`src/rtl/counter_bank.sv`:
```
// Multi-channel counter bank: per-channel count/one-shot/periodic counters,
// shared prescaler, sticky done flags, reach interrupt and registered read-back.
package counter_bank_pkg;
  typedef enum logic [2:0] {
    OP_NOP          = 3'd0,
    OP_SET_COUNT    = 3'd1,
    OP_SET_ONESHOT  = 3'd2,
    OP_SET_PERIODIC = 3'd3,
    OP_TRIGGER      = 3'd4,
    OP_RESET        = 3'd5,
    OP_STOP         = 3'd6,
    OP_READ         = 3'd7
  } op_e;

  typedef enum logic [1:0] {
    M_COUNT = 2'b00,
    M_ARMED = 2'b01,
    M_RUN   = 2'b10
  } mode_e;
endpackage

module counter_ch
  import counter_bank_pkg::*;
#(
  parameter int WIDTH = 8
) (
  input  logic             clk,
  input  logic             rst,
  input  logic             tick,
  input  logic             sel,
  input  op_e              op,
  input  logic [WIDTH-1:0] d0,
  input  logic [WIDTH-1:0] d1,
  output logic [WIDTH-1:0] cnt,
  output logic [3:0]       status,
  output logic             done,
  output logic             reach
);
  mode_e            mode_q, mode_n;
  logic [WIDTH-1:0] cnt_q, cnt_n, start_q, start_n, stop_q, stop_n;
  logic             per_q, per_n, done_q, done_n, trig_q, trig_now;

  assign trig_now = sel && (op == OP_TRIGGER);

  always_ff @(posedge clk) begin
    if (rst) begin
      mode_q  <= M_COUNT;
      cnt_q   <= '0;
      start_q <= '0;
      stop_q  <= '0;
      per_q   <= 1'b0;
      done_q  <= 1'b0;
      trig_q  <= 1'b0;
    end else begin
      mode_q  <= mode_n;
      cnt_q   <= cnt_n;
      start_q <= start_n;
      stop_q  <= stop_n;
      per_q   <= per_n;
      done_q  <= done_n;
      trig_q  <= trig_now;
    end
  end

  // A command to this channel pre-empts the tick; a reach landing on it is dropped.
  always_comb begin
    mode_n  = mode_q;
    cnt_n   = cnt_q;
    start_n = start_q;
    stop_n  = stop_q;
    per_n   = per_q;
    done_n  = done_q;
    reach   = 1'b0;
    if (sel) begin
      case (op)
        OP_SET_COUNT, OP_SET_ONESHOT, OP_SET_PERIODIC: begin
          cnt_n   = d0;
          start_n = d0;
          stop_n  = d1;
          done_n  = 1'b0;
          per_n   = (op == OP_SET_PERIODIC);
          mode_n  = (op == OP_SET_COUNT) ? M_COUNT : M_ARMED;
        end
        OP_TRIGGER: if (!trig_q) begin
          case (mode_q)
            M_ARMED: mode_n = M_RUN;
            M_RUN:   cnt_n  = start_q;
            default: cnt_n  = cnt_q + WIDTH'(1);
          endcase
        end
        OP_RESET: begin
          cnt_n  = start_q;
          done_n = 1'b0;
        end
        OP_STOP: if (mode_q == M_RUN) mode_n = M_ARMED;
        default: ;
      endcase
    end else if (tick && mode_q == M_RUN) begin
      if (stop_q != '0 && cnt_q == stop_q) begin
        reach  = 1'b1;
        cnt_n  = start_q;
        done_n = 1'b1;
        if (!per_q) mode_n = M_ARMED;
      end else begin
        cnt_n = cnt_q + WIDTH'(1);
      end
    end
  end

  assign cnt    = cnt_q;
  assign done   = done_q;
  assign status = {mode_q, per_q, done_q};
endmodule

module counter_bank
  import counter_bank_pkg::*;
#(
  parameter int WIDTH    = 8,
  parameter int NUM_CH   = 4,
  parameter int CH_W     = 2,
  parameter int PRESCALE = 1
) (
  input  logic           clk,
  input  logic           rst,
  counter_bank_if.slave  bus
);
  localparam int PW = (PRESCALE > 1) ? $clog2(PRESCALE) : 1;

  logic [PW-1:0]                  pre;
  logic                           tick;
  op_e                            op;
  logic [NUM_CH-1:0]              sel, reach, done;
  logic [NUM_CH-1:0][WIDTH-1:0]   cnt;
  logic [NUM_CH-1:0][3:0]         status;
  logic                           rd_fire, rd_valid_q, irq_q;
  logic [WIDTH-1:0]               rd_d, rd_data_q;
  logic [3:0]                     rd_s, rd_status_q;

  assign op   = op_e'(bus.cmd_op);
  assign tick = (pre == PW'(PRESCALE - 1));

  // Channel selects above NUM_CH-1 match no lane, so such commands fall through.
  for (genvar i = 0; i < NUM_CH; i++) begin : g_ch
    assign sel[i] = bus.cmd_valid && (bus.cmd_ch == CH_W'(i));
    counter_ch #(.WIDTH(WIDTH)) u_ch (
      .clk    (clk),
      .rst    (rst),
      .tick   (tick),
      .sel    (sel[i]),
      .op     (op),
      .d0     (bus.cmd_d0),
      .d1     (bus.cmd_d1),
      .cnt    (cnt[i]),
      .status (status[i]),
      .done   (done[i]),
      .reach  (reach[i])
    );
  end

  always_comb begin
    rd_d = '0;
    rd_s = '0;
    for (int i = 0; i < NUM_CH; i++) begin
      if (sel[i]) begin
        rd_d = cnt[i];
        rd_s = status[i];
      end
    end
  end

  assign rd_fire = (op == OP_READ) && (|sel);

  always_ff @(posedge clk) begin
    if (rst) begin
      pre         <= '0;
      irq_q       <= 1'b0;
      rd_valid_q  <= 1'b0;
      rd_data_q   <= '0;
      rd_status_q <= '0;
    end else begin
      pre        <= tick ? '0 : pre + 1'b1;
      irq_q      <= |reach;
      rd_valid_q <= rd_fire;
      if (rd_fire) begin
        rd_data_q   <= rd_d;
        rd_status_q <= rd_s;
      end
    end
  end

  assign bus.rd_valid   = rd_valid_q;
  assign bus.rd_data    = rd_data_q;
  assign bus.rd_status  = rd_status_q;
  assign bus.irq        = irq_q;
  assign bus.done_flags = done;
endmodule

```
`src/rtl/counter_bank_if.sv`:
```
// Command / read-back bus between the control decoder and counter_bank.
interface counter_bank_if #(
  parameter int WIDTH  = 8,
  parameter int NUM_CH = 4,
  parameter int CH_W   = 2
);
  logic              cmd_valid;
  logic [2:0]        cmd_op;
  logic [CH_W-1:0]   cmd_ch;
  logic [WIDTH-1:0]  cmd_d0;
  logic [WIDTH-1:0]  cmd_d1;
  logic              rd_valid;
  logic [WIDTH-1:0]  rd_data;
  logic [3:0]        rd_status;
  logic [NUM_CH-1:0] done_flags;
  logic              irq;

  modport master (
    output cmd_valid, cmd_op, cmd_ch, cmd_d0, cmd_d1,
    input  rd_valid, rd_data, rd_status, done_flags, irq
  );

  modport slave (
    input  cmd_valid, cmd_op, cmd_ch, cmd_d0, cmd_d1,
    output rd_valid, rd_data, rd_status, done_flags, irq
  );
endinterface

```
`src/flat_wrapper.sv`:
```
// flat-port wrapper written by rule: the top's interface ports become plain ports
module counter_bank_flat import counter_bank_pkg::*;
#(
  parameter int WIDTH    = 8,
  parameter int NUM_CH   = 4,
  parameter int CH_W     = 2,
  parameter int PRESCALE = 1
)
  (clk, rst, bus_cmd_valid, bus_cmd_op, bus_cmd_ch, bus_cmd_d0, bus_cmd_d1, bus_rd_valid, bus_rd_data, bus_rd_status, bus_done_flags, bus_irq);
  counter_bank_if #(.WIDTH(WIDTH), .NUM_CH(NUM_CH), .CH_W(CH_W)) bus_i ();
  input  logic clk;
  input  logic rst;
  input wire logic [$bits(bus_i.cmd_valid)-1:0] bus_cmd_valid;
  input wire logic [$bits(bus_i.cmd_op)-1:0] bus_cmd_op;
  input wire logic [$bits(bus_i.cmd_ch)-1:0] bus_cmd_ch;
  input wire logic [$bits(bus_i.cmd_d0)-1:0] bus_cmd_d0;
  input wire logic [$bits(bus_i.cmd_d1)-1:0] bus_cmd_d1;
  output wire logic [$bits(bus_i.rd_valid)-1:0] bus_rd_valid;
  output wire logic [$bits(bus_i.rd_data)-1:0] bus_rd_data;
  output wire logic [$bits(bus_i.rd_status)-1:0] bus_rd_status;
  output wire logic [$bits(bus_i.done_flags)-1:0] bus_done_flags;
  output wire logic [$bits(bus_i.irq)-1:0] bus_irq;
  assign bus_i.cmd_valid = bus_cmd_valid;
  assign bus_i.cmd_op = bus_cmd_op;
  assign bus_i.cmd_ch = bus_cmd_ch;
  assign bus_i.cmd_d0 = bus_cmd_d0;
  assign bus_i.cmd_d1 = bus_cmd_d1;
  assign bus_rd_valid = bus_i.rd_valid;
  assign bus_rd_data = bus_i.rd_data;
  assign bus_rd_status = bus_i.rd_status;
  assign bus_done_flags = bus_i.done_flags;
  assign bus_irq = bus_i.irq;
  counter_bank #(.WIDTH(WIDTH), .NUM_CH(NUM_CH), .CH_W(CH_W), .PRESCALE(PRESCALE)) u_core (.clk(clk), .rst(rst), .bus(bus_i));
endmodule
```
`config.mk`:
```
export PLATFORM = sky130hd
export DESIGN_NAME = counter_bank_flat
export DESIGN_NICKNAME = d
export VERILOG_FILES = /design/src/rtl/counter_bank.sv /design/src/rtl/counter_bank_if.sv /design/src/flat_wrapper.sv
export SDC_FILE = /design/constraint.sdc
export NUM_CORES = 1
export LEC_CHECK = 0
export CAP_MARGIN = 5
export CORE_MARGIN = 10
export CORE_UTILIZATION = 55
export CTS_CLUSTER_DIAMETER = 60
export CTS_CLUSTER_SIZE = 20
export DETAILED_ROUTE_END_ITERATION = 8
export PLACE_DENSITY = 0.8
export SYNTH_ARGS = -nofsm -noshare
export SYNTH_HDL_FRONTEND = slang
export SYNTH_HIERARCHICAL = 1
export SYNTH_SLANG_ARGS = --single-unit
```
`constraint.sdc`:
```
create_clock -name clk -period 3.6 [get_ports clk]
set_input_delay 0.72 -clock clk [delete_from_list [all_inputs] [get_ports clk]]
set_output_delay 0.72 -clock clk [all_outputs]
set_load 0.02 [all_outputs]
```
==> impl_metrics.tcl <==
set metrics [dict create \
    clk_pin_slew_ns 0.06 \
    syn_inst 983 \
    post_drt_wl_per_cell_um 20.8 \
    post-cts-setup-buffers 0 \
    worst_skew_pair.late_latency_ns 0.43 \
    path_class "in -> reg" \
    yosysSeqAreaShare_pct 32.6 \
    critPathRequiredTime_ns 3.88 \
    drv_slew 0 \
    fin_nets 1032 \
    max-slew-margin-rel_pct 12.4 \
    crit_path_start_kind "primary input" \
    cap_violations 0 \
    grt_pass1_wl_um 39900 \
    synth_most_common_cell "nand2_1" \
    max_freq_mhz 351 \
    diodes 0 \
    drt_iter0_markers 1046 \
    place.gp.congestion 0.946 \
    async_flop_share_pct 0 \
    ys_seq_elements 131 \
    die_w_um 141 \
    synth.avg_cell_area_um2 8.17 \
    rows 44 \
    ant_nets 0 \
    vias 7819 \
    dr.pass1.iters 6 \
    synthFlopType "dfxtp_1" \
    grt_max_degree 66 \
    drc 0 \
    start_util_pct 55.7 \
    crit_start "bus_cmd_ch[0]" \
    clk_path_buf_depth 2 \
    core_area_um2 14400 \
    crit_path_max_fanout 15 \
    vias_per_cell 6.51 \
    power_frac_seq_pct 37.9 \
    setup_tns_ns 0 \
    cts_tree "done" \
    min_period_ns 2.85 \
    hp-start "u_core/g_ch[1].u_ch/start_q[0]" \
    power.density_nw_per_um2 445 \
    period_share_pct 79.0 \
    synth_top_area_share_pct 32.6 \
    syn_area_um2 8040 \
    end_kind "register" \
    total_power_uw 4050 \
    drive_above_1_share_pct 13.2 \
    hold_buffers 0 \
    hold_viol_final 0 \
    netlist_top_cells_count "nand2_1 (184), dfxtp_1 (131), a21oi_1 (92), nor2_1 (66), nand3_1 (36)" \
    p_sw_uw 1010 \
    die_h_um 141 \
    io_buffers 41 \
    cp_data_arrival_time_ns 3.13 \
    netSwitchingFraction_pct 25.0 \
    r2r_start "u_core/g_ch[0].u_ch/cnt[5]" \
    grt_pass1_vias 7332 \
    hold_class "reg -> reg" \
    hpwl_um 16800 \
    place_inst 1168 \
    combPwrFrac_pct 12.0 \
    p_clk_share_pct 50.1 \
    htree_levels 4 \
    p_int_uw 3030 \
    grt_overflow 0 \
    synth_top_area_cell "dfxtp_1" \
    clkSinkCount 131 \
    yosys-top-cells-area "dfxtp_1 (33%), nand2_1 (8.6%), a21oi_1 (5.7%)" \
    worst_pin_slew_ns 1.31 \
    rsz0062_at_grt "false" \
    clockRootBuffer "clkbuf_16" \
    cts_buffers 17 \
    die-area_um2 19800 \
    synth_edf_count 0 \
    finalClockSkew_ns 0.00595 \
    synth_cell_type_count 61 \
    nFillCells 1249 \
    antenna_found_initial 0 \
    cts_resized 0 \
    run_status "finished, final reports clean" \
    io_pins 42 \
    yosys_warnings 6 \
    setup_viol 0 \
    syn_to_final_growth_pct 13.0 \
    fin_cells 1201 \
    routed_wl_um 25000 \
    max-vdd-ir-drop_mv 0.371 \
    synthesis.nets 1011 \
    p_leak_uw 0.00324 \
    track_usage_pct 24.8 \
]
[power by group through the flow]
stage / combinational [uW] / sequential (uW) / clock (uW)
2_1_floorplan: 346 / 1550 / 0
3_3_place_gp: 460 / 1560 / 0
3_5_place_dp: 466 / 1560 / 0
4_1_cts: 471 / 1530 / 2040
5_1_grt: 517 / 1540 / 2100
6_report: 485 / 1530 / 2030
[stage by stage]
step                area [um^2]  util [%]  hold WS (ns)  worst slack, ns
global placement           8380      58.1         0.449            0.496
global route               9080      63.0         0.492            0.661
CTS                        9070      62.9         0.466            0.825
floorplan                  8040         -         0.436            0.702
finish                     9080      63.0         0.469            0.755
detailed placement         8380      58.1         0.456            0.378
[cell families (layout without fill, tap and decap cells)]
kind of cell	count (synthesis)	count (layout)	synth area share, %
simple gates	438	438	28.1
mux	24	24	3.11
xor+xnor	48	48	5.23
buf+inv	85	119	7.29
flops	131	131	32.6
compound gates	252	252	22.9
other cells	1	1	0.0467
fa+ha+maj	4	4	0.623
[flip-flops by register name, summed over array words and instances, names as in the netlist]
name                      flops
u_core/g_ch.u_ch/start_q     32
u_core/g_ch.u_ch/per_q        4
u_core/g_ch.u_ch/trig_q       4
u_core/pre                    1
u_core/g_ch.u_ch/done         4
u_core/g_ch.u_ch/stop_q      32
u_core/g_ch.u_ch/mode_q       8
u_core/bus.rd_data            8
u_core/bus.rd_status          4
u_core/bus.irq                1
u_core/bus.rd_valid           1
u_core/g_ch.u_ch/cnt         32
[per-layer routing]
metal | vias to the layer above | part of all wire (%) | track usage (%)
met5 | - | 0 | 0
met4 | 0 | 4.1 | 11.5
met3 | 97 | 9.1 | 5.95
met2 | 453 | 45 | 37.4
met1 | 3674 | 41 | 32.6
li1 | 3595 | - | -
[layout make-up]
type                       instances  area, um^2  share of cell area (%)
clock buffer                      24         492                    5.41
clock inverter                     8         195                    2.15
inverter                          21        78.8                   0.868
multi-input combinational        767        4830                    53.2
sequential                       131        2620                    28.9
tap                              184         230                    2.53
timing repair buffer              66         632                    6.96
[final timing paths]
kind	slack (ns)	cells past startpoint	endpoint
worst max-delay path	0.75	8	u_core/g_ch[2].u_ch/cnt[5]
worst min-delay path	0.47	2	u_core/g_ch[1].u_ch/start_q[0]
worst max register to register	1.17	6	u_core/g_ch[0].u_ch/cnt[6]
worst min register to register	0.47	2	u_core/g_ch[1].u_ch/start_q[0]
[cells in the final DEF, fill, tap and decap left out, types with 6 or more instances in the layout]
cell	n
a211oi_2	9
clkbuf_16	17
a221oi_2	9
a31o_1	8
clkdlybuf4s50_1	39
mux2_1	8
nand4_1	25
dfxtp_1	131
nand2_1	184
o21ai_2	8
a211o_1	12
xnor2_1	16
a222oi_1	8
o21ai_0	20
a311oi_1	12
o21ai_1	8
buf_4	22
inv_1	21
or2_1	8
or2_0	8
bufinv_16	6
and2_1	8
a221oi_1	11
nand2b_1	20
xor2_1	32
nand3_1	36
a211oi_1	19
and3_2	8
a21oi_1	92
nor4_1	13
mux2i_1	16
nor2_1	66
nor3_1	20
[worst max-delay path, cell delays in order]
cell	delay, ns
clkdlybuf4s50_1	0.63
nor2b_2	0.23
and2_2	0.37
nand2_1	0.21
o21ai_2	0.44
o22ai_1	0.16
a221oi_1	0.25
nor3_1	0.09
No activity file was read; power rests on OpenSTA's default activity.
